`src/rtl/vga_timing_receiver_if.sv`:
```
// Incoming VGA video stream: active-low syncs plus 10-bit RGB, all on the pixel clock.
interface vga_timing_receiver_if;
  logic       iH_SYNC;
  logic       iV_SYNC;
  logic [9:0] iRed;
  logic [9:0] iGreen;
  logic [9:0] iBlue;

  modport master (output iH_SYNC, iV_SYNC, iRed, iGreen, iBlue);
  modport slave  (input  iH_SYNC, iV_SYNC, iRed, iGreen, iBlue);
endinterface

```
`src/rtl/vga_timing_receiver.sv`:
```
// VGA timing receiver: measures sync timing, locks to the expected mode and
// emits active-area pixels with coordinates, two clocks behind the inputs.
module vga_timing_receiver #(
  parameter int unsigned H_SYNC_CYC   = 96,
  parameter int unsigned H_SYNC_BACK  = 48,
  parameter int unsigned H_SYNC_ACT   = 640,
  parameter int unsigned H_SYNC_TOTAL = 800,
  parameter int unsigned V_SYNC_CYC   = 2,
  parameter int unsigned V_SYNC_BACK  = 33,
  parameter int unsigned V_SYNC_ACT   = 480,
  parameter int unsigned V_SYNC_TOTAL = 525
) (
  input  logic                  iCLK,
  input  logic                  iRST_N,
  vga_timing_receiver_if.slave  vid,
  output logic [9:0]            oRed,
  output logic [9:0]            oGreen,
  output logic [9:0]            oBlue,
  output logic [9:0]            oCoord_X,
  output logic [9:0]            oCoord_Y,
  output logic                  oActive,
  output logic                  oFrameStart,
  output logic                  oLocked,
  output logic                  oErr,
  output logic [7:0]            oErrCnt,
  output logic [10:0]           oH_TOTAL,
  output logic [10:0]           oV_TOTAL
);

  localparam int unsigned CNT_W   = 11;
  localparam int unsigned H_START = H_SYNC_CYC + H_SYNC_BACK;
  localparam int unsigned H_END   = H_START + H_SYNC_ACT - 1;
  localparam int unsigned V_START = V_SYNC_CYC + V_SYNC_BACK;
  localparam int unsigned V_END   = V_START + V_SYNC_ACT - 1;

  localparam logic [CNT_W-1:0] CNT_MAX = '1;

  localparam logic [1:0] S_SEARCH = 2'd0;
  localparam logic [1:0] S_VERIFY = 2'd1;
  localparam logic [1:0] S_LOCKED = 2'd2;

  logic             r_hs1, r_vs1, r_hs_prev, r_vs_prev;
  logic [9:0]       r_red1, r_green1, r_blue1;
  logic [CNT_W-1:0] r_h_cnt, r_v_cnt;
  logic [1:0]       r_state;
  logic             r_line_bad;

  logic             w_h_edge, w_v_edge;
  logic [CNT_W-1:0] w_h_cnt, w_v_cnt;
  logic [CNT_W:0]   w_h_len, w_v_len;
  logic             w_h_bad, w_v_bad, w_h_hit_max;
  logic [1:0]       w_state_nxt;
  logic             w_line_bad_nxt, w_err, w_locked_nxt, w_win, w_active;

  // Stage 1: capture syncs/pixels and keep the previous sync values for edge detection.
  always_ff @(posedge iCLK or negedge iRST_N) begin
    if (!iRST_N) begin
      r_hs1     <= 1'b1;
      r_vs1     <= 1'b1;
      r_hs_prev <= 1'b1;
      r_vs_prev <= 1'b1;
      r_red1    <= '0;
      r_green1  <= '0;
      r_blue1   <= '0;
    end else begin
      r_hs1     <= vid.iH_SYNC;
      r_vs1     <= vid.iV_SYNC;
      r_hs_prev <= r_hs1;
      r_vs_prev <= r_vs1;
      r_red1    <= vid.iRed;
      r_green1  <= vid.iGreen;
      r_blue1   <= vid.iBlue;
    end
  end

  // Sync falling edges, current-cycle counters and closing line/frame lengths.
  always_comb begin
    w_h_edge    = r_hs_prev & ~r_hs1;
    w_v_edge    = r_vs_prev & ~r_vs1;
    w_h_cnt     = w_h_edge ? '0 : ((r_h_cnt == CNT_MAX) ? r_h_cnt : r_h_cnt + 1'b1);
    w_v_cnt     = w_v_edge ? '0 :
                  (w_h_edge ? ((r_v_cnt == CNT_MAX) ? r_v_cnt : r_v_cnt + 1'b1) : r_v_cnt);
    w_h_len     = {1'b0, r_h_cnt} + 12'd1;
    w_v_len     = w_h_edge ? ({1'b0, r_v_cnt} + 12'd1) : {1'b0, r_v_cnt};
    w_h_bad     = w_h_edge & (w_h_len != 12'(H_SYNC_TOTAL));
    w_v_bad     = (w_v_len != 12'(V_SYNC_TOTAL));
    w_h_hit_max = ~w_h_edge & (w_h_cnt == CNT_MAX);
    w_win       = (w_h_cnt >= 11'(H_START)) & (w_h_cnt <= 11'(H_END)) &
                  (w_v_cnt >= 11'(V_START)) & (w_v_cnt <= 11'(V_END));
  end

  // Lock FSM next state; a closing line is checked before its coincident V edge.
  always_comb begin
    w_state_nxt    = r_state;
    w_line_bad_nxt = r_line_bad;
    w_err          = 1'b0;
    case (r_state)
      S_SEARCH: begin
        if (w_v_edge) begin
          w_state_nxt    = S_VERIFY;
          w_line_bad_nxt = 1'b0;
        end
      end
      S_VERIFY: begin
        if (w_h_hit_max) begin
          w_state_nxt = S_SEARCH;
        end else if (w_v_edge) begin
          w_line_bad_nxt = 1'b0;
          if (!r_line_bad && !w_h_bad && !w_v_bad) w_state_nxt = S_LOCKED;
        end else if (w_h_bad) begin
          w_line_bad_nxt = 1'b1;
        end
      end
      S_LOCKED: begin
        if (w_h_bad || (w_v_edge && w_v_bad) || w_h_hit_max) begin
          w_state_nxt = S_SEARCH;
          w_err       = 1'b1;
        end
      end
      default: w_state_nxt = S_SEARCH;
    endcase
    w_locked_nxt = (w_state_nxt == S_LOCKED);
    w_active     = w_win & w_locked_nxt;
  end

  // State register, counters and stage-2 outputs.
  always_ff @(posedge iCLK or negedge iRST_N) begin
    if (!iRST_N) begin
      r_state     <= S_SEARCH;
      r_line_bad  <= 1'b0;
      r_h_cnt     <= '0;
      r_v_cnt     <= '0;
      oRed        <= '0;
      oGreen      <= '0;
      oBlue       <= '0;
      oCoord_X    <= '0;
      oCoord_Y    <= '0;
      oActive     <= 1'b0;
      oFrameStart <= 1'b0;
      oLocked     <= 1'b0;
      oErr        <= 1'b0;
      oErrCnt     <= '0;
      oH_TOTAL    <= '0;
      oV_TOTAL    <= '0;
    end else begin
      r_state     <= w_state_nxt;
      r_line_bad  <= w_line_bad_nxt;
      r_h_cnt     <= w_h_cnt;
      r_v_cnt     <= w_v_cnt;
      oActive     <= w_active;
      oFrameStart <= w_v_edge;
      oLocked     <= w_locked_nxt;
      oErr        <= w_err;
      if (w_err && (oErrCnt != 8'hFF)) oErrCnt <= oErrCnt + 8'd1;
      if (w_h_edge) oH_TOTAL <= w_h_len[CNT_W-1:0];
      if (w_v_edge) oV_TOTAL <= w_v_len[CNT_W-1:0];
      if (w_active) begin
        oCoord_X <= 10'(w_h_cnt - 11'(H_START));
        oCoord_Y <= 10'(w_v_cnt - 11'(V_START));
        oRed     <= r_red1;
        oGreen   <= r_green1;
        oBlue    <= r_blue1;
      end else begin
        oRed     <= '0;
        oGreen   <= '0;
        oBlue    <= '0;
      end
    end
  end

endmodule

```
`src/flat_wrapper.sv`:
```
// flat-port wrapper written by rule: the top's interface ports become plain ports
module vga_timing_receiver_flat 
#(
  parameter int unsigned H_SYNC_CYC   = 96,
  parameter int unsigned H_SYNC_BACK  = 48,
  parameter int unsigned H_SYNC_ACT   = 640,
  parameter int unsigned H_SYNC_TOTAL = 800,
  parameter int unsigned V_SYNC_CYC   = 2,
  parameter int unsigned V_SYNC_BACK  = 33,
  parameter int unsigned V_SYNC_ACT   = 480,
  parameter int unsigned V_SYNC_TOTAL = 525
)
  (iCLK, iRST_N, oRed, oGreen, oBlue, oCoord_X, oCoord_Y, oActive, oFrameStart, oLocked, oErr, oErrCnt, oH_TOTAL, oV_TOTAL, vid_iH_SYNC, vid_iV_SYNC, vid_iRed, vid_iGreen, vid_iBlue);
  vga_timing_receiver_if vid_i ();
  input  logic iCLK;
  input  logic iRST_N;
  output logic [9:0] oRed;
  output logic [9:0] oGreen;
  output logic [9:0] oBlue;
  output logic [9:0] oCoord_X;
  output logic [9:0] oCoord_Y;
  output logic oActive;
  output logic oFrameStart;
  output logic oLocked;
  output logic oErr;
  output logic [7:0] oErrCnt;
  output logic [10:0] oH_TOTAL;
  output logic [10:0] oV_TOTAL;
  input wire logic [$bits(vid_i.iH_SYNC)-1:0] vid_iH_SYNC;
  input wire logic [$bits(vid_i.iV_SYNC)-1:0] vid_iV_SYNC;
  input wire logic [$bits(vid_i.iRed)-1:0] vid_iRed;
  input wire logic [$bits(vid_i.iGreen)-1:0] vid_iGreen;
  input wire logic [$bits(vid_i.iBlue)-1:0] vid_iBlue;
  assign vid_i.iH_SYNC = vid_iH_SYNC;
  assign vid_i.iV_SYNC = vid_iV_SYNC;
  assign vid_i.iRed = vid_iRed;
  assign vid_i.iGreen = vid_iGreen;
  assign vid_i.iBlue = vid_iBlue;
  vga_timing_receiver #(.H_SYNC_CYC(H_SYNC_CYC), .H_SYNC_BACK(H_SYNC_BACK), .H_SYNC_ACT(H_SYNC_ACT), .H_SYNC_TOTAL(H_SYNC_TOTAL), .V_SYNC_CYC(V_SYNC_CYC), .V_SYNC_BACK(V_SYNC_BACK), .V_SYNC_ACT(V_SYNC_ACT), .V_SYNC_TOTAL(V_SYNC_TOTAL)) u_core (.iCLK(iCLK), .iRST_N(iRST_N), .vid(vid_i), .oRed(oRed), .oGreen(oGreen), .oBlue(oBlue), .oCoord_X(oCoord_X), .oCoord_Y(oCoord_Y), .oActive(oActive), .oFrameStart(oFrameStart), .oLocked(oLocked), .oErr(oErr), .oErrCnt(oErrCnt), .oH_TOTAL(oH_TOTAL), .oV_TOTAL(oV_TOTAL));
endmodule
```
`config.mk`:
```
export PLATFORM = sky130hd
export DESIGN_NAME = vga_timing_receiver_flat
export DESIGN_NICKNAME = d
export VERILOG_FILES = /design/src/rtl/vga_timing_receiver_if.sv /design/src/rtl/vga_timing_receiver.sv /design/src/flat_wrapper.sv
export SDC_FILE = /design/constraint.sdc
export NUM_CORES = 1
export LEC_CHECK = 0
export ABC_AREA = 1
export CORE_UTILIZATION = 49
export CTS_BUF_LIST = sky130_fd_sc_hd__clkbuf_16
export DETAILED_ROUTE_END_ITERATION = 7
export PLACE_DENSITY = 0.75
export SYNTH_ARGS = -nofsm -noshare
export SYNTH_HDL_FRONTEND = slang
export SYNTH_SLANG_ARGS = --single-unit
export TNS_END_PERCENT = 10
```
`constraint.sdc`:
```
create_clock -name iCLK -period 4.7 [get_ports iCLK]
set_input_delay 0.94 -clock iCLK [delete_from_list [all_inputs] [get_ports iCLK]]
set_output_delay 0.94 -clock iCLK [all_outputs]
set_load 0.01 [all_outputs]
```
==> results.ini, run 1 <==
[detailed_routing]
ant_nets=0
met3WireLength_um=654
num_vias=5310
wire_per_inst_um=13.9
wl_met2_um=7280
drt_first_pass_iters=5
viasPerCell=4.99
drc=0
met1_length_um=6550
top_layer=met4
wirelength_um=14800
drt-initial-drc-count=314

[power]
seq_power_share_pct=44.2
p_total_mw=3.07
switchingPower_mw=0.784
vdd_drop_max_mv=0.256
power_density_nw_per_um2=353
p_leak_nw=4.15
clkPwrFrac_pct=43.8
pwr-share-comb_pct=12.0
internal-power_mw=2.29
swShare_pct=25.5

[floorplan]
core_area_um2=13400
die_h_um=120
dieArea_um2=14400
rows=42
num_io_pins=118
fp.dieW_um=120
start_util_pct=51.0

[clocking]
postCtsHoldBufs=0
clock_latency_ns=0.42
cts_root_buffer=clkbuf_16
cts_setup_buffers=0
cts_buffers=17
clock-sinks=143
cts-resized-gates=0
ctsLongestPathBuffers=2
clkTransAtPathRegs_ns=0.06
cts_tree=yes
htreeDepth=4

[cells_and_area]
layout_common_cells=nand2_1 (199), dfrtp_1 (139), clkdlybuf4s50_1 (116)
finalNetCount=918
final_common_cell=nand2_1
syn_to_final_growth_pct=27.4
layout-drive-gt1-share_pct=11.8
n_antenna_cell=0

[critical_path]
cpMaxStageDelayCell=nor2_2
cpPeakStageDelay_ns=0.71
worstSetupStartpointType=register
worstSetupPathType=register to register
cp_max_fo=32
worstPathRequired_ns=5.06
cpMostUsedCell=nand2_1
worst-endpoint-arrival_ns=4.00
worstPathCellList=inv_1 -> nor2_2 -> nand2_2 -> nand2_1 -> nand2_1 -> nor2_1 -> ha_1 -> nand2_1 -> inv_1 -> nand3_1 -> nand2_1 -> nor2_1 -> nor2_1 -> nand2_4 -> inv_2 -> nand3_1 -> nand2_1
end_kind=register

[place]
routabilityCongestion=0.841
dpl_worst_slack_ns=1.11
hpwl_um=10300
port_buffers=117

[sta]
worst_pin_slew_ns=0.949
slew_viol_final=0
finalCritPeriodShare_pct=77.4
timing.final.hold_violations=0
fmaxAchievable_mhz=275
finalSetupViolCount=0
setup_ws_ns=1.06
setup_tns_ns=0
min_period_ns=3.64
relSlewSlack_pct=36.7
rsz0062_at_grt=false
skew_ns=0.00782

[global_route]
grt_pass1_wl_um=24700
track_usage_pct=22.1
gr-total-overflow=0
antenna_found_initial=0
grt_max_degree=97
grt_pass1_vias=5277

[yosys]
ys_types=40
avgSynthCellArea_um2=9.03
synth_fp_nets=800
synth_cells=757
syn_area_um2=6840
yosysWarnings=0
ys_ff_latch=143
ys_seq_area_share_pct=52.4

[outcome]
status=completed

[run]
drv_cap=0

[hold_path]
min_path_type=register to register

==> power groups by stage <==
stage	clock, mW	sequential (mW)	combinational (mW)
4_1_cts	1.37	1.36	0.372
3_5_place_dp	0	1.38	0.371
5_1_grt	1.43	1.37	0.418
6_report	1.35	1.36	0.369
3_3_place_gp	0	1.38	0.366
2_1_floorplan	0	1.38	0.203
==> metrics by stage <==
step,hold WS [ns],instance area (µm²),cells,utilization [%]
2_1_floorplan,0.354,6840,757,-
3_3_place_gp,0.362,8120,1032,60.6
3_5_place_dp,0.360,8120,1032,60.6
4_1_cts,0.368,8710,1064,65.0
5_1_grt,0.375,8710,1064,65.0
6_report,0.368,8710,1064,65.0
==> cell type report <==
cell class / instances / area [µm²]
flip-flops and latches: 143 / 3580
well taps: 176 / 220
repair buffers: 124 / 1240
clock buffers: 17 / 425
multi-input cells: 499 / 2740
clock inverters: 15 / 169
fillers: 1124 / 4690
inverters: 90 / 338
==> cells by family after synthesis <==
kind of cell / Yosys count / share of synthesized area (%)
buf+inv: 115 / 7.56
flops: 143 / 52.4
simple gates: 404 / 30.0
fa+ha+maj: 9 / 1.65
xor+xnor: 16 / 2.05
compound gates: 70 / 6.35
==> worst paths after layout <==
kind	slack, ns	startpoint	depth (start not counted)	endpoint
setup / recovery	1.06	u_core.r_hs_prev	17	u_core.oCoord_Y[9]
hold / removal	0.37	u_core.r_vs1	0	u_core.r_vs_prev
setup reg to reg	1.06	u_core.r_hs_prev	17	u_core.oCoord_Y[9]
hold reg to reg	0.37	u_core.r_vs1	0	u_core.r_vs_prev
max in group asynchronous	3.13	iRST_N	2	u_core.r_vs_prev
min in group asynchronous	0.62	iRST_N	1	u_core.oH_TOTAL[6]
==> layer usage <==
| layer | global-route usage (%) | vias up |
|---|---|---|
| met4 | 9.45 | 0 |
| met5 | 0 | - |
| li1 | - | 2633 |
| met2 | 36.4 | 134 |
| met1 | 27.7 | 2517 |
| met3 | 5.23 | 26 |
==> Yosys cell counts, drive strengths merged <==
cell	count	share of area [%]
nand2	207	12
dfrtp	139	51
inv	88	4.8
nor2	76	5.0
nand3	66	5.4
o21ai	36	2.8
nor3b	31	5.6
o21bai	21	2.3
buf	20	2.3
xor2	11	1.4
nand3b	10	1.1
ha	9	1.6
nand4	8	0.73
a21oi	5	0.42
clkbuf	5	0.27
xnor2	5	0.64
dfstp	4	1.5
nor3	4	0.29
a31oi	3	0.27
a21boi	2	0.22
clkinv	2	0.11
o31ai	2	0.22
and2	1	0.092
and3	1	0.092
o21a	1	0.11
==> critical path: cells and delay by family (launching register included) <==
| kind | cells | cell delay, ns |
|---|---|---|
| buf+inv | 3 | 0.49 |
| fa+ha+maj | 1 | 0.25 |
| flops | 1 | 0.52 |
| simple gates | 13 | 2.31 |
==> sequential cells by signal, summed over array words and instances, names as in the netlist, 2 cells and up <==
name / flops
u_core.oRed: 10
u_core.oGreen: 10
u_core.r_state: 2
u_core.r_blue1: 10
u_core.oErrCnt: 8
u_core.oV_TOTAL: 11
u_core.oCoord_Y: 10
u_core.r_h_cnt: 11
u_core.r_v_cnt: 11
u_core.oH_TOTAL: 11
u_core.oBlue: 10
u_core.oCoord_X: 10
u_core.r_green1: 10
u_core.r_red1: 10
Note: power is estimated with default switching activity, not from simulation.
==> run 2, diff against run 1 <==
- clock period: 4.7 -> 3.5 ns (I/O delays scaled with it)
==> run 2 against run 1 <==
  * Sequential cell count unchanged
  * Worst hold slack worse by 0.11 ns
  * Die area unchanged
  * Clock power up 31%
  * Sequential power up 34%
  * Global-route usage about the same
  * First-iteration DRC count up 2.9%
  * Design area up 0.69%
  * Fmax up 14%
  * Clock-buffer cell count unchanged
  * Highest routed layer unchanged
==> results.ini, run 2 (synthesized netlist as in run 1, its figures left out) <==
[detailed_routing]
drt-initial-drc-count=323
drc=0
top_layer=met4
wl_met2_um=6970
viasPerCell=4.96
wire_per_inst_um=13.6
ant_nets=0
met3WireLength_um=659
wirelength_um=14600
num_vias=5316
drt_first_pass_iters=5
met1_length_um=6690

[sta]
timing.final.hold_violations=0
setup_tns_ns=0
setup_ws_ns=0.302
worst_pin_slew_ns=0.587
fmaxAchievable_mhz=313
relSlewSlack_pct=60.8
min_period_ns=3.20
skew_ns=0.00622
holdWs_ns=0.257
finalSetupViolCount=0
slew_viol_final=0
rsz0062_at_grt=true
finalCritPeriodShare_pct=91.4

[cells_and_area]
final_common_cell=nand2_1
layout_common_cells=nand2_1 (199), dfrtp_1 (139), clkdlybuf4s50_1 (116)
syn_to_final_growth_pct=28.3
n_antenna_cell=0
fin_area_um2=8770
finalNetCount=925
area.sequential_um2=3580
layout-drive-gt1-share_pct=12.2
fill_cells=1141
multi_input_area_um2=2740

[floorplan]
dieArea_um2=14400
rows=42
die_h_um=120
core_area_um2=13400
fp.dieW_um=120
num_io_pins=118
start_util_pct=51.0

[global_route]
grt_pass1_vias=5207
grt_pass1_wl_um=24800
track_usage_pct=22.0
gr-total-overflow=0
antenna_found_initial=0
grt_max_degree=65

[place]
port_buffers=117
dpl_cell_area_um2=8180
dpl_worst_slack_ns=0.277
routabilityCongestion=0.921
hpwl_um=10400

[power]
p_leak_nw=4.19
power_density_nw_per_um2=468
p_total_mw=4.11
vdd_drop_max_mv=0.354

[clocking]
clock_latency_ns=0.42
cts_root_buffer=clkbuf_16
htreeDepth=4
cts_setup_buffers=0
cts_tree=yes
clock-sinks=143
cts_buffers=17
clkTransAtPathRegs_ns=0.06
ctsLongestPathBuffers=2

[run]
drv_cap=0

[critical_path]
worstSetupPathType=register to register
r2r_slack_ns=0.30
worst-endpoint-arrival_ns=3.54
cp_max_fo=29
worstPathRequired_ns=3.84
end_kind=register
worstSetupStartpointType=register

[hold_path]
min_path_type=primary input to asynchronous set/reset pin

[outcome]
status=completed

## run 2: stage by stage
step	util (%)	cells
after global placement	61.1	1039
after global routing	65.5	1071
after detailed placement	61.1	1039
after CTS	65.4	1071
final	65.5	1071
after floorplan	-	757
## run 2: what timing repair did
action / in CTS / in global routing
hold buffers: 0 / 0
gates resized for setup: 0 / 3
hold endpoints to repair: 0 / 0
endpoints found under the setup margin: 0 / 25
## run 2: power by group
part / switching (mW) / total [mW] / internal (mW) / leakage (nW)
Sequential: 0.0759 / 1.82 / 1.75 / 1.87
Clock: 0.671 / 1.77 / 1.10 / 0.301
Combinational: 0.292 / 0.509 / 0.217 / 2.02
## run 2: path summary, 6_finish.rpt
kind	startpoint	cells after the start	end
max	u_core.r_h_cnt[0]	17	u_core.oGreen[4]
min	iRST_N	1	u_core.oH_TOTAL[6]
max reg2reg	u_core.r_h_cnt[0]	17	u_core.oGreen[4]
min reg2reg	u_core.r_vs1	0	u_core.r_vs_prev
max in group asynchronous	iRST_N	2	u_core.r_vs1
min in group iCLK	u_core.r_vs1	0	u_core.r_vs_prev
## run 2: layout make-up
cell class | count | share of cell area [%]
Clock buffer | 17 | 4.85
Multi-Input combinational cell | 499 | 31.3
Sequential cell | 143 | 40.9
Clock inverter | 15 | 1.78
Timing Repair Buffer | 131 | 14.9
Inverter | 90 | 3.88
Tap cell | 176 | 2.51
## run 2: layer usage
layer  global-route usage (%)  vias up
met5                        0        -
met2                     34.9      120
met3                     5.28       20
met1                     29.4     2522
met4                     7.97        0
li1                         -     2654
## run 2: critical path, stage by stage (launching register included)
cell and delay (ns):
dfrtp_1 0.47, ha_1 0.26, nand2_2 0.10, nor2_4 0.13
nand3_2 0.23, nand2_1 0.13, nand2_1 0.15, inv_1 0.16
ha_1 0.16, o21ai_0 0.08, nor2_1 0.11, nand2_1 0.07
nand2_1 0.06, nor2_1 0.04, nor2_1 0.17, nand2_4 0.25
buf_4 0.32, nor3b_2 0.21
